## src/rtl/muldiv_pkg.sv

```systemverilog
// rtl/muldiv_pkg.sv - shared encodings and sizing for the multiply/divide unit
package muldiv_pkg;

  localparam int MD_WIDTH   = 32;
  localparam int ITER_COUNT = MD_WIDTH;
  localparam int CNT_W      = $clog2(ITER_COUNT) + 1;

  typedef enum logic [1:0] {
    OP_MULT  = 2'd0,
    OP_MULTU = 2'd1,
    OP_DIV   = 2'd2,
    OP_DIVU  = 2'd3
  } op_e;

  typedef enum logic [1:0] {
    IDLE = 2'd0,
    CALC = 2'd1,
    FIX  = 2'd2
  } state_e;

endpackage

```

## src/rtl/muldiv_if.sv

```systemverilog
// rtl/muldiv_if.sv - request/result bundle between the register bank side and the multiply/divide unit
interface muldiv_if
  import muldiv_pkg::*;
#(
  parameter int N = MD_WIDTH
) ();

  logic         start;
  logic [1:0]   op;
  logic [N-1:0] operand_a;
  logic [N-1:0] operand_b;
  logic         busy;
  logic         done;
  logic [N-1:0] hi;
  logic [N-1:0] lo;

  modport master (
    output start, op, operand_a, operand_b,
    input  busy, done, hi, lo
  );

  modport slave (
    input  start, op, operand_a, operand_b,
    output busy, done, hi, lo
  );

endinterface

```

## src/rtl/muldiv_negate.sv

```systemverilog
// rtl/muldiv_negate.sv - N-bit conditional two's-complement negate
module muldiv_negate #(
  parameter int N = 32
) (
  input  logic [N-1:0] in,
  input  logic         neg,
  output logic [N-1:0] out
);

  assign out = neg ? (~in + N'(1)) : in;

endmodule

```

## src/rtl/muldiv_unit.sv

```systemverilog
// rtl/muldiv_unit.sv - one-bit-per-cycle MULT/MULTU/DIV/DIVU with HI/LO result registers
// Define MULDIV_SIGNED_EN for signed MULT/DIV; otherwise every op is treated as unsigned.
module muldiv_unit
  import muldiv_pkg::*;
#(
  parameter int N = MD_WIDTH
) (
  input logic      clk,
  input logic      rst,
  muldiv_if.slave  bus
);

  localparam int CW = $clog2(N) + 1;

  state_e         state_q, state_d;
  logic [CW-1:0]  cnt_q;
  logic [2*N-1:0] acc_q, acc_next;
  logic [N-1:0]   opr_q;
  logic           is_div_q;
  logic [N-1:0]   hi_q, lo_q;
  logic           done_q;
  logic [N-1:0]   mag_a, mag_b, res_hi, res_lo;
  logic [N:0]     mul_sum, div_trial;
  logic           accept, op_is_div;
  op_e            op_in;

  assign op_in     = op_e'(bus.op);
  assign op_is_div = (op_in == OP_DIV) || (op_in == OP_DIVU);
  assign accept    = (state_q == IDLE) && bus.start;

  always_ff @(posedge clk) begin
    if (rst) state_q <= IDLE;
    else     state_q <= state_d;
  end

  always_comb begin
    state_d = state_q;
    case (state_q)
      IDLE:    if (bus.start) state_d = CALC;
      CALC:    if (cnt_q == CW'(N - 1)) state_d = FIX;
      FIX:     state_d = IDLE;
      default: state_d = IDLE;
    endcase
  end

  // acc_q holds {upper product, multiplier} for multiply and {remainder, dividend/quotient} for divide.
  always_comb begin
    mul_sum   = {1'b0, acc_q[2*N-1:N]} + (acc_q[0] ? {1'b0, opr_q} : {(N+1){1'b0}});
    div_trial = acc_q[2*N-1:N-1] - {1'b0, opr_q};
    if (is_div_q)
      acc_next = div_trial[N] ? {acc_q[2*N-2:0], 1'b0}
                              : {div_trial[N-1:0], acc_q[N-2:0], 1'b1};
    else
      acc_next = {mul_sum, acc_q[N-1:1]};
  end

  always_ff @(posedge clk) begin
    if (rst) begin
      cnt_q    <= '0;
      acc_q    <= '0;
      opr_q    <= '0;
      is_div_q <= 1'b0;
      hi_q     <= '0;
      lo_q     <= '0;
      done_q   <= 1'b0;
    end else begin
      done_q <= (state_q == FIX);
      case (state_q)
        IDLE: if (accept) begin
          cnt_q    <= '0;
          is_div_q <= op_is_div;
          opr_q    <= op_is_div ? mag_b : mag_a;
          acc_q    <= {{N{1'b0}}, (op_is_div ? mag_a : mag_b)};
        end
        CALC: begin
          acc_q <= acc_next;
          cnt_q <= cnt_q + CW'(1);
        end
        FIX: begin
          hi_q <= res_hi;
          lo_q <= res_lo;
        end
        default: ;
      endcase
    end
  end

`ifdef MULDIV_SIGNED_EN
  logic         signed_op, sa_q, flip_q, dz_q, lo_zero, neg_hi;
  logic [N-1:0] neg_hi_out;

  assign signed_op = (op_in == OP_MULT) || (op_in == OP_DIV);

  muldiv_negate #(.N(N)) u_abs_a (.in(bus.operand_a), .neg(signed_op & bus.operand_a[N-1]), .out(mag_a));
  muldiv_negate #(.N(N)) u_abs_b (.in(bus.operand_b), .neg(signed_op & bus.operand_b[N-1]), .out(mag_b));

  always_ff @(posedge clk) begin
    if (rst) begin
      sa_q   <= 1'b0;
      flip_q <= 1'b0;
      dz_q   <= 1'b0;
    end else if (accept) begin
      sa_q   <= signed_op & bus.operand_a[N-1];
      flip_q <= signed_op & (bus.operand_a[N-1] ^ bus.operand_b[N-1]);
      dz_q   <= op_is_div & (bus.operand_b == '0);
    end
  end

  // 2N-bit product negate split in halves: the upper half only takes the +1 carry when the lower half is zero.
  assign lo_zero = (acc_q[N-1:0] == '0);
  assign neg_hi  = is_div_q ? (sa_q & ~dz_q) : (flip_q & lo_zero);

  muldiv_negate #(.N(N)) u_fix_lo (.in(acc_q[N-1:0]),   .neg(flip_q & ~dz_q), .out(res_lo));
  muldiv_negate #(.N(N)) u_fix_hi (.in(acc_q[2*N-1:N]), .neg(neg_hi),        .out(neg_hi_out));

  assign res_hi = (!is_div_q && flip_q && !lo_zero) ? ~acc_q[2*N-1:N] : neg_hi_out;
`else
  assign mag_a  = bus.operand_a;
  assign mag_b  = bus.operand_b;
  assign res_hi = acc_q[2*N-1:N];
  assign res_lo = acc_q[N-1:0];
`endif

  assign bus.busy = (state_q != IDLE);
  assign bus.done = done_q;
  assign bus.hi   = hi_q;
  assign bus.lo   = lo_q;

endmodule

```

## src/flat_wrapper.sv

```systemverilog
// flat-port wrapper written by rule: the top's interface ports become plain ports
module muldiv_unit_flat import muldiv_pkg::*;
#(
  parameter int N = MD_WIDTH
)
  (clk, rst, bus_start, bus_op, bus_operand_a, bus_operand_b, bus_busy, bus_done, bus_hi, bus_lo);
  muldiv_if #(.N(N)) bus_i ();
  input logic clk;
  input logic rst;
  input wire logic [$bits(bus_i.start)-1:0] bus_start;
  input wire logic [$bits(bus_i.op)-1:0] bus_op;
  input wire logic [$bits(bus_i.operand_a)-1:0] bus_operand_a;
  input wire logic [$bits(bus_i.operand_b)-1:0] bus_operand_b;
  output wire logic [$bits(bus_i.busy)-1:0] bus_busy;
  output wire logic [$bits(bus_i.done)-1:0] bus_done;
  output wire logic [$bits(bus_i.hi)-1:0] bus_hi;
  output wire logic [$bits(bus_i.lo)-1:0] bus_lo;
  assign bus_i.start = bus_start;
  assign bus_i.op = bus_op;
  assign bus_i.operand_a = bus_operand_a;
  assign bus_i.operand_b = bus_operand_b;
  assign bus_busy = bus_i.busy;
  assign bus_done = bus_i.done;
  assign bus_hi = bus_i.hi;
  assign bus_lo = bus_i.lo;
  muldiv_unit #(.N(N)) u_core (.clk(clk), .rst(rst), .bus(bus_i));
endmodule
```

## config.mk

```make
export PLATFORM = sky130hd
export DESIGN_NAME = muldiv_unit_flat
export DESIGN_NICKNAME = d
export VERILOG_FILES = /design/src/rtl/muldiv_pkg.sv /design/src/rtl/muldiv_if.sv /design/src/rtl/muldiv_negate.sv /design/src/rtl/muldiv_unit.sv /design/src/flat_wrapper.sv
export SDC_FILE = /design/constraint.sdc
export NUM_CORES = 1
export LEC_CHECK = 0
export CAP_MARGIN = 40
export CELL_PAD_IN_SITES_DETAIL_PLACEMENT = 0
export CELL_PAD_IN_SITES_GLOBAL_PLACEMENT = 2
export CORE_UTILIZATION = 36
export CTS_CLUSTER_DIAMETER = 40
export DETAILED_ROUTE_END_ITERATION = 12
export PLACE_DENSITY = 0.88
export SYNTH_ARGS = -nofsm -noshare
export SYNTH_HDL_FRONTEND = slang
export SYNTH_SLANG_ARGS = --single-unit
export TNS_END_PERCENT = 100
```

## constraint.sdc

```tcl
create_clock -name clk -period 8.9 [get_ports clk]
set_clock_uncertainty 0.15 [all_clocks]
set_input_delay 1.78 -clock clk [delete_from_list [all_inputs] [get_ports clk]]
set_output_delay 1.78 -clock clk [all_outputs]
set_load 0.005 [all_outputs]
```

# Word-level counts from Yosys, hierarchy flattened
# Index checks and enable logic that the tools add are counted.
# op_classes
n_mux,12
add_sub_neg,3
reduce_logical,8
n_eq_ne,8
# ops
op,count
64-bit two-way mux,3
64-bit case mux with 2 select lines,1
32-bit two-way mux,3
32-bit by 33-bit adder with 33-bit output,1
33-bit by 32-bit subtractor with 33-bit output,1
6-bit case mux with 2 select lines,1
"6-bit by 1-bit adder with 6-bit output, second input constant",1
"2-bit == test, second input constant",3
"6-bit by 5-bit == test with 1-bit output, second input constant",1
6-bit two-way mux,1
2-bit AND reduction,3
2-bit two-way mux,2
"2-bit by 1-bit != test with 1-bit output, second input constant",2
2-bit case mux with 2 select lines,1
2-bit nonzero test,2
"2-bit by 1-bit == test with 1-bit output, second input constant",1
2-bit logical NOT,1
"2-bit != test, second input constant",1
1-bit logical AND,1
1-bit logical OR,1
# word_totals
inputBits,69
regBits,170
wordCells,39
output_inout_bits,66

# Logic depth before layout (Yosys ltp)
# Gate-level depths: netlist (run 1).
# logic_depth
word_depth,5
depth_mapped,13
depth_no_buf,13

# Worst setup path after synthesis (run 1)
# Ideal clock, no wire load.
# synth_path
kind,in2reg
startpoint,input port bus_op[1]
endpoint,register u_core.acc_q[25]
path_slack_ns,5.550
stages,6
arrival_ns,3.115
setup_ns,0.086
required_ns,8.664
n_path_buf,2
path_cell_list,clkbuf_1 buf_1 mux2i_1 a21oi_1 nor2_1 a211oi_1
# synth_between
elab_chain_len,5
# synth_rtl
element,line_no,rtl
"start, declared",flat_wrapper.sv:11,input wire logic [$bits(bus_i.op)-1:0] bus_op;
2-bit == test,muldiv_unit.sv:28,assign op_is_div = (op_in == OP_DIV) || (op_in == OP_DIVU);
1-bit logical OR (*),muldiv_unit.sv:28,
32-bit two-way mux (*),muldiv_unit.sv:73,"acc_q <= {{N{1'b0}}, (op_is_div ? mag_a : mag_b)};"
64-bit two-way mux (*),muldiv_unit.sv:69,IDLE: if (accept) begin
64-bit case mux with 2 select lines (*),muldiv_unit.sv:68,case (state_q)
"end signal, assigned",muldiv_unit.sv:73,
"end signal, assigned",muldiv_unit.sv:76,acc_q <= acc_next;
"end, declared",muldiv_unit.sv:17,"logic [2*N-1:0] acc_q, acc_next;"
# Mark *: on every way between the ends. The rest lies on a longest branch, timed or not. The select of a mux whose other input is x is not followed.
# A chain may end at the register's enable or synchronous reset.

# Worst setup path after layout (run 1)
# layout_path
startpoint,register u_core.acc_q[31]
endpoint,register u_core.acc_q[63]
# layout_between
elab_chain_len,4
# layout_rtl
element,line_no,rtl
33-bit by 32-bit subtractor with 33-bit output,muldiv_unit.sv:49,"div_trial = acc_q[2*N-1:N-1] - {1'b0, opr_q};"
64-bit two-way mux,muldiv_unit.sv:51,"acc_next = div_trial[N] ? {acc_q[2*N-2:0], 1'b0}"
64-bit two-way mux,muldiv_unit.sv:50,if (is_div_q)
64-bit case mux with 2 select lines,muldiv_unit.sv:68,
# No other way between the ends.

==> results.json, run 1 <==
{
  "outcome": "complete, but fails checks",
  "violations": "DRC",
  "postCtsHoldBufs": 0,
  "antenna_found_initial": 0,
  "final_nets": 1630,
  "grt_pass1_wl_mm": 51.4,
  "cp_data_arrival_time_ns": 4.67,
  "syn-cell-area_um2": 11200,
  "areaGrowthSynthToFinish_pct": 21.1,
  "p_sw_uw": 605,
  "first_global_vias": 9610,
  "fill_cells": 3149,
  "ys_seq_elements": 170,
  "crit_fanout": 20,
  "hold_violations": 0,
  "cp_num_buf_inv": 2,
  "clk_latency_ns": 0.45,
  "setup_viol": 0,
  "clockBufferDepth": 2,
  "drv_cap": 0,
  "synth_most_common_cell": "nand2_1",
  "dp_hpwl_mm": 23.6,
  "post-cts-setup-buffer-count": 0,
  "initial_core_util_pct": 36.6,
  "critPathLaunchType": "flip-flop",
  "synthSimpleGateAreaFrac_pct": 18.4,
  "synthXorXnorAreaFrac_pct": 4.63,
  "dieWidth_um": 178,
  "synth_flop_cell": "dfxtp_1",
  "pwr-share-comb_pct": 18.2,
  "rows": 64,
  "syn_nets": 1553,
  "cp_slowest_stage_delay_ns": 0.50,
  "synth.area.top_cells": "dfxtp_1, mux2i_1, a21oi_1",
  "yosys.area.top_type": "dfxtp_1",
  "fin_cells": 1903,
  "diodes": 0,
  "cts_resized": 0,
  "vias_per_cell": 5.32,
  "synth-edff-count": 0,
  "die_h_um": 178,
  "synth_common_cells": "nand2_1, dfxtp_1, a21oi_1",
  "fin_crit_sh_pct": 50.1,
  "grt_overflow": 0,
  "layout-drive-gt1-share_pct": 4.45,
  "p_leak_nw": 5.24,
  "root_buffer": "clkbuf_16",
  "synthAdderAreaFrac_pct": 7.65,
  "die_area_um2": 31700,
  "place_congestion": 0.836,
  "clk_pin_slew_ns": 0.07,
  "path_cells": "inv_1 -> ha_1 -> fa_1 -> nand2b_1 -> a21oi_1 -> o21a_1 -> or3_4 -> o2bb2ai_2 -> o41a_4 -> xor2_4 -> buf_4 -> nand2_1 -> o221ai_1",
  "io_pins": 135,
  "fin_util_pct": 44.3,
  "numPortBuffers": 133,
  "p_int_mw": 1.49,
  "maxSlewViolCount": 0,
  "fmax_mhz": 224,
  "min_period_ns": 4.46,
  "post_drt_wl_per_cell_um": 16.9,
  "drt-total-wl_mm": 32.1,
  "async_flop_share_pct": 0,
  "p_sw_share_pct": 28.8,
  "multiInputGateArea_um2": 7250,
  "whs_ns": 0.302,
  "finalSetupTns_ns": 0,
  "yosys.cell_types.count": 73,
  "worst_ep_required_time_ns": 9.11,
  "drc": 1,
  "setup_slack_ns": 4.44,
  "ys_seq_area_share_pct": 30.5,
  "slew_headroom_pct": 45.5,
  "grt_start_max_net_pins": 96,
  "synth_top_area_share_pct": 30.5,
  "dpl.cell_count": 1871,
  "cts_tree": "done",
  "vias": 10100,
  "path_delay_family": "compound AO/OA/AOI/OAI gates",
  "power_density_nw_per_um2": 155,
  "worstSetupPathType": "reg -> reg",
  "htree_levels": 4,
  "dp_slack_ns": 4.45,
  "synth_top_family_by_area": "compound AO/OA/AOI/OAI gates",
  "seq_area_um2": 3400,
  "synthCells": 1417,
  "synth_compound_area_share_pct": 23.1,
  "vdd.ir_drop.worst_mv": 0.124,
  "dr.pass1.iters": 9,
  "fp.coreArea_um2": 30500,
  "drt_iter0_markers": 631,
  "syn_avg_cell_area_um2": 7.87,
  "cts_buffers": 17,
  "antenna_left": 0,
  "power_frac_clock_pct": 42.1,
  "numClockSinks": 170,
  "ys.warnings.count": 0,
  "p_seq_share_pct": 39.8,
  "crit_slowest_cell": "xor2_4",
  "rsz0062_at_grt": "no",
  "tightest_slew_ns": 0.816,
  "worstSetupEndpointType": "flip-flop",
  "hold_class": "reg -> reg",
  "synthMuxAreaShare_pct": 10.8,
  "grt.total_usage_pct": 20.7
}
## placed cells by master, fill, tap and decap left out, types with 27 or more instances in the layout
| cell | count |
|---|---|
| nand2_1 | 185 |
| dfxtp_1 | 169 |
| a21oi_1 | 165 |
| nor2_1 | 142 |
| clkdlybuf4s50_1 | 131 |
| mux2i_1 | 119 |
| a211oi_1 | 71 |
| ha_1 | 65 |
| inv_1 | 46 |
| and2_1 | 33 |
| o21ai_0 | 29 |
| xor2_1 | 27 |
| xnor2_1 | 27 |
## layer usage
layer	wire [µm]	global-route usage [%]	vias to the layer above
met2	14100	32.3	193
met3	1610	4.45	24
met5	0	0	-
met1	16100	29.1	4676
met4	277	4.45	0
li1	-	-	5226
## cell type report
type	count	share of cell area [%]
Sequential cell	170	25.2
Inverter	47	1.31
Clock inverter	14	1.86
Multi-Input combinational cell	1110	53.7
Clock buffer	18	3.18
Timing Repair Buffer	148	11.1
Tap cell	396	3.67
## stage by stage
step / area [µm²] / power, mW
final: 13500 / 2.10
after global routing: 13500 / 2.20
after floorplan: 11200 / 1.11
after detailed placement: 12800 / 1.23
after global placement: 12700 / 1.23
after CTS: 13500 / 2.12
## worst min-delay path: cells and delay by family (launching register included)
kind	cells	cell delay, ns
DFF	1	0.31
AOI/OAI and AO/OA	1	0.05
and+or+nand+nor	1	0.05
## kinds of logic (layout without fill, tap and decap cells)
family                     Yosys count  after routing
and+or+nand+nor                    463            463
AOI/OAI and AO/OA                  404            404
DFF                                170            170
buffers and inverters              137            227
muxes                              120            120
adders and majority gates           67             67
xor gates and xnor gates            56             56
## flip-flops by register name (all words and copies together), names as in the netlist
register,cells
u_core.acc_q,64
u_core.bus.done,1
u_core.bus.hi,32
u_core.bus.lo,32
u_core.cnt_q,6
u_core.is_div_q,1
u_core.opr_q,32
u_core.state_q,2
## power groups by stage
| stage | logic [mW] | clock network (mW) | registers (mW) |
|---|---|---|---|
| 6_report | 0.381 | 0.883 | 0.836 |
| 5_1_grt | 0.425 | 0.935 | 0.840 |
| 4_1_cts | 0.383 | 0.904 | 0.835 |
| 3_5_place_dp | 0.381 | 0 | 0.853 |
| 3_3_place_gp | 0.372 | 0 | 0.853 |
| 2_1_floorplan | 0.279 | 0 | 0.833 |
## worst paths after layout
| kind | endpoint | slack (ns) | start | cells after the start |
|---|---|---|---|---|
| max | u_core.acc_q[63] | 4.44 | u_core.acc_q[31] | 13 |
| min | u_core.bus.hi[7] | 0.30 | u_core.bus.hi[7] | 2 |
| max reg2reg | u_core.acc_q[63] | 4.44 | u_core.acc_q[31] | 13 |
| min reg2reg | u_core.bus.hi[7] | 0.30 | u_core.bus.hi[7] | 2 |
Power figures use the tool's default switching activity.
==> run 2, diff against run 1 <==
- CORE_UTILIZATION: 36 -> 33
- PLACE_DENSITY: 0.88 -> 0.82
- clock period: 8.9 -> 4.3 ns (I/O delays scaled with it)
==> results.json, run 2 (synthesis gave the netlist of run 1 again) <==
{
  "r2r-start": "u_core.acc_q[0]",
  "p_seq_share_pct": 40.0,
  "cp_slowest_stage_delay_ns": 0.66,
  "seq_area_um2": 3400,
  "setup_viol": 0,
  "p_sw_share_pct": 28.9,
  "p_sw_mw": 1.25,
  "antenna_found_initial": 1,
  "dieWidth_um": 186,
  "cp_data_arrival_time_ns": 4.06,
  "startpoint": "u_core.acc_q[0]",
  "rsz0062_at_grt": "no",
  "antenna_left": 0,
  "worstSetupPathType": "reg -> reg",
  "worstSetupEndpointType": "flip-flop",
  "dpl.cell_count": 1920,
  "htree_levels": 4,
  "clk_pin_slew_ns": 0.08,
  "cts_resized": 0,
  "worstHoldStart": "u_core.bus.hi[12]",
  "largest_reg_flops": 64,
  "vdd.ir_drop.worst_mv": 0.263,
  "drt_iter0_markers": 595,
  "grt_pass1_wl_mm": 53.3,
  "drc": 0,
  "grt_overflow": 0,
  "hold_class": "reg -> reg",
  "grt.total_usage_pct": 19.8,
  "hold_violations": 0,
  "crit_slowest_cell": "dfxtp_1",
  "fp.coreArea_um2": 32900,
  "die_area_um2": 34500,
  "io_pins": 135,
  "slew_headroom_pct": 42.2,
  "clockBufferDepth": 2,
  "fmax_mhz": 259,
  "mostFrequentLayoutCells": "nand2_1, dfxtp_1, a21oi_1",
  "p_leak_nw": 5.25,
  "clk_latency_ns": 0.45,
  "root_buffer": "clkbuf_16",
  "path_cells": "and2_1 -> ha_1 -> inv_1 -> fa_1 -> nor2b_1 -> o31ai_1 -> a211oi_1 -> o211ai_1 -> a21oi_1 -> nor2_1 -> or4b_2 -> nand4_1 -> o31ai_1",
  "final_common_cell": "nand2_1",
  "fin_cells": 1950,
  "numClockSinks": 170,
  "final_nets": 1633,
  "cts_tree": "done",
  "vias": 10200,
  "dr.pass1.iters": 5,
  "pwr-share-comb_pct": 18.2,
  "place_congestion": 0.850,
  "rows": 66,
  "tightest_slew_ns": 0.867,
  "areaGrowthSynthToFinish_pct": 21.6,
  "crit_fanout": 13,
  "first_global_vias": 9694,
  "fill_cells": 3481,
  "cpMostUsedCell": "o31ai_1",
  "outcome": "finished clean",
  "initial_core_util_pct": 33.9,
  "p_int_mw": 3.08,
  "registers.top_by_ff_count": "u_core.acc_q",
  "fin_crit_sh_pct": 89.8,
  "finalSetupTns_ns": 0,
  "post-cts-setup-buffer-count": 0,
  "post_drt_wl_per_cell_um": 17.0,
  "die_h_um": 186,
  "vias_per_cell": 5.21,
  "min_period_ns": 3.86,
  "diodes": 0,
  "grt_start_max_net_pins": 79,
  "multiInputGateArea_um2": 7250,
  "cts_buffers": 17,
  "drt-total-wl_mm": 33.2,
  "dpl_cell_area_um2": 12900,
  "postLayoutCellArea_um2": 13600,
  "drv_cap": 0,
  "postCtsHoldBufs": 0,
  "maxSlewViolCount": 0,
  "dp_hpwl_mm": 24.2,
  "critPathLaunchType": "flip-flop",
  "worst_ep_required_time_ns": 4.49,
  "numPortBuffers": 133,
  "power_density_nw_per_um2": 319,
  "layout-drive-gt1-share_pct": 4.58,
  "power_frac_clock_pct": 41.8,
  "whs_ns": 0.303
}
==> run 2: changes by cell type in the layout (fill, tap and decap cells not counted), sizes merged <==
cell	before	now
clkbuf	18	17
clkinv	1	3
buf	17	20
inv	53	50
==> run 2: final timing paths <==
path	end	slack [ns]	cells past startpoint
setup / recovery	u_core.acc_q[59]	0.44	13
hold / removal	u_core.bus.hi[12]	0.30	2
setup reg to reg	u_core.acc_q[59]	0.44	13
hold reg to reg	u_core.bus.hi[12]	0.30	2
==> run 2: through the flow <==
stage               setup slack [ns]  total power, mW  utilization [%]
floorplan                      0.962             2.30                -
global placement               0.485             2.54             39.0
detailed placement             0.410             2.55             39.2
CTS                            0.394             4.38             41.3
global route                   0.164             4.54             41.3
finish                         0.439             4.33             41.3
==> run 2: power by group through the flow <==
stage	logic [mW]	registers, mW	clock network [mW]
after floorplan	0.578	1.72	0
after global placement	0.775	1.77	0
after detailed placement	0.785	1.77	0
after CTS	0.788	1.73	1.86
after global routing	0.877	1.74	1.92
final	0.787	1.73	1.81
==> run 2: layer usage <==
| metal | global-route usage [%] | part of all wire, % | routed length (µm) | up-vias |
|---|---|---|---|---|
| li1 | - | - | - | 5215 |
| met1 | 28.6 | 52 | 17200 | 4716 |
| met2 | 29.6 | 42 | 14000 | 204 |
| met3 | 3.66 | 4.5 | 1500 | 30 |
| met4 | 5.48 | 1.4 | 466 | 2 |
| met5 | 0 | 0.039 | 13 | - |
==> run 2: cell type report <==
| type | count | area share [%] |
|---|---|---|
| multi-input cells | 1110 | 53.5 |
| flip-flops and latches | 170 | 25.1 |
| repair buffers | 151 | 11.2 |
| well taps | 442 | 4.08 |
| clock buffers | 17 | 3.14 |
| clock inverters | 13 | 1.77 |
| inverters | 47 | 1.30 |
==> run 2: critical path: cells and delay by family, from the launching register on <==
family          cells  cell delay (ns)
flops               1             0.66
buf+inv             1             0.06
simple gates        5             1.27
fa+ha+maj           2             0.60
compound gates      5             1.01
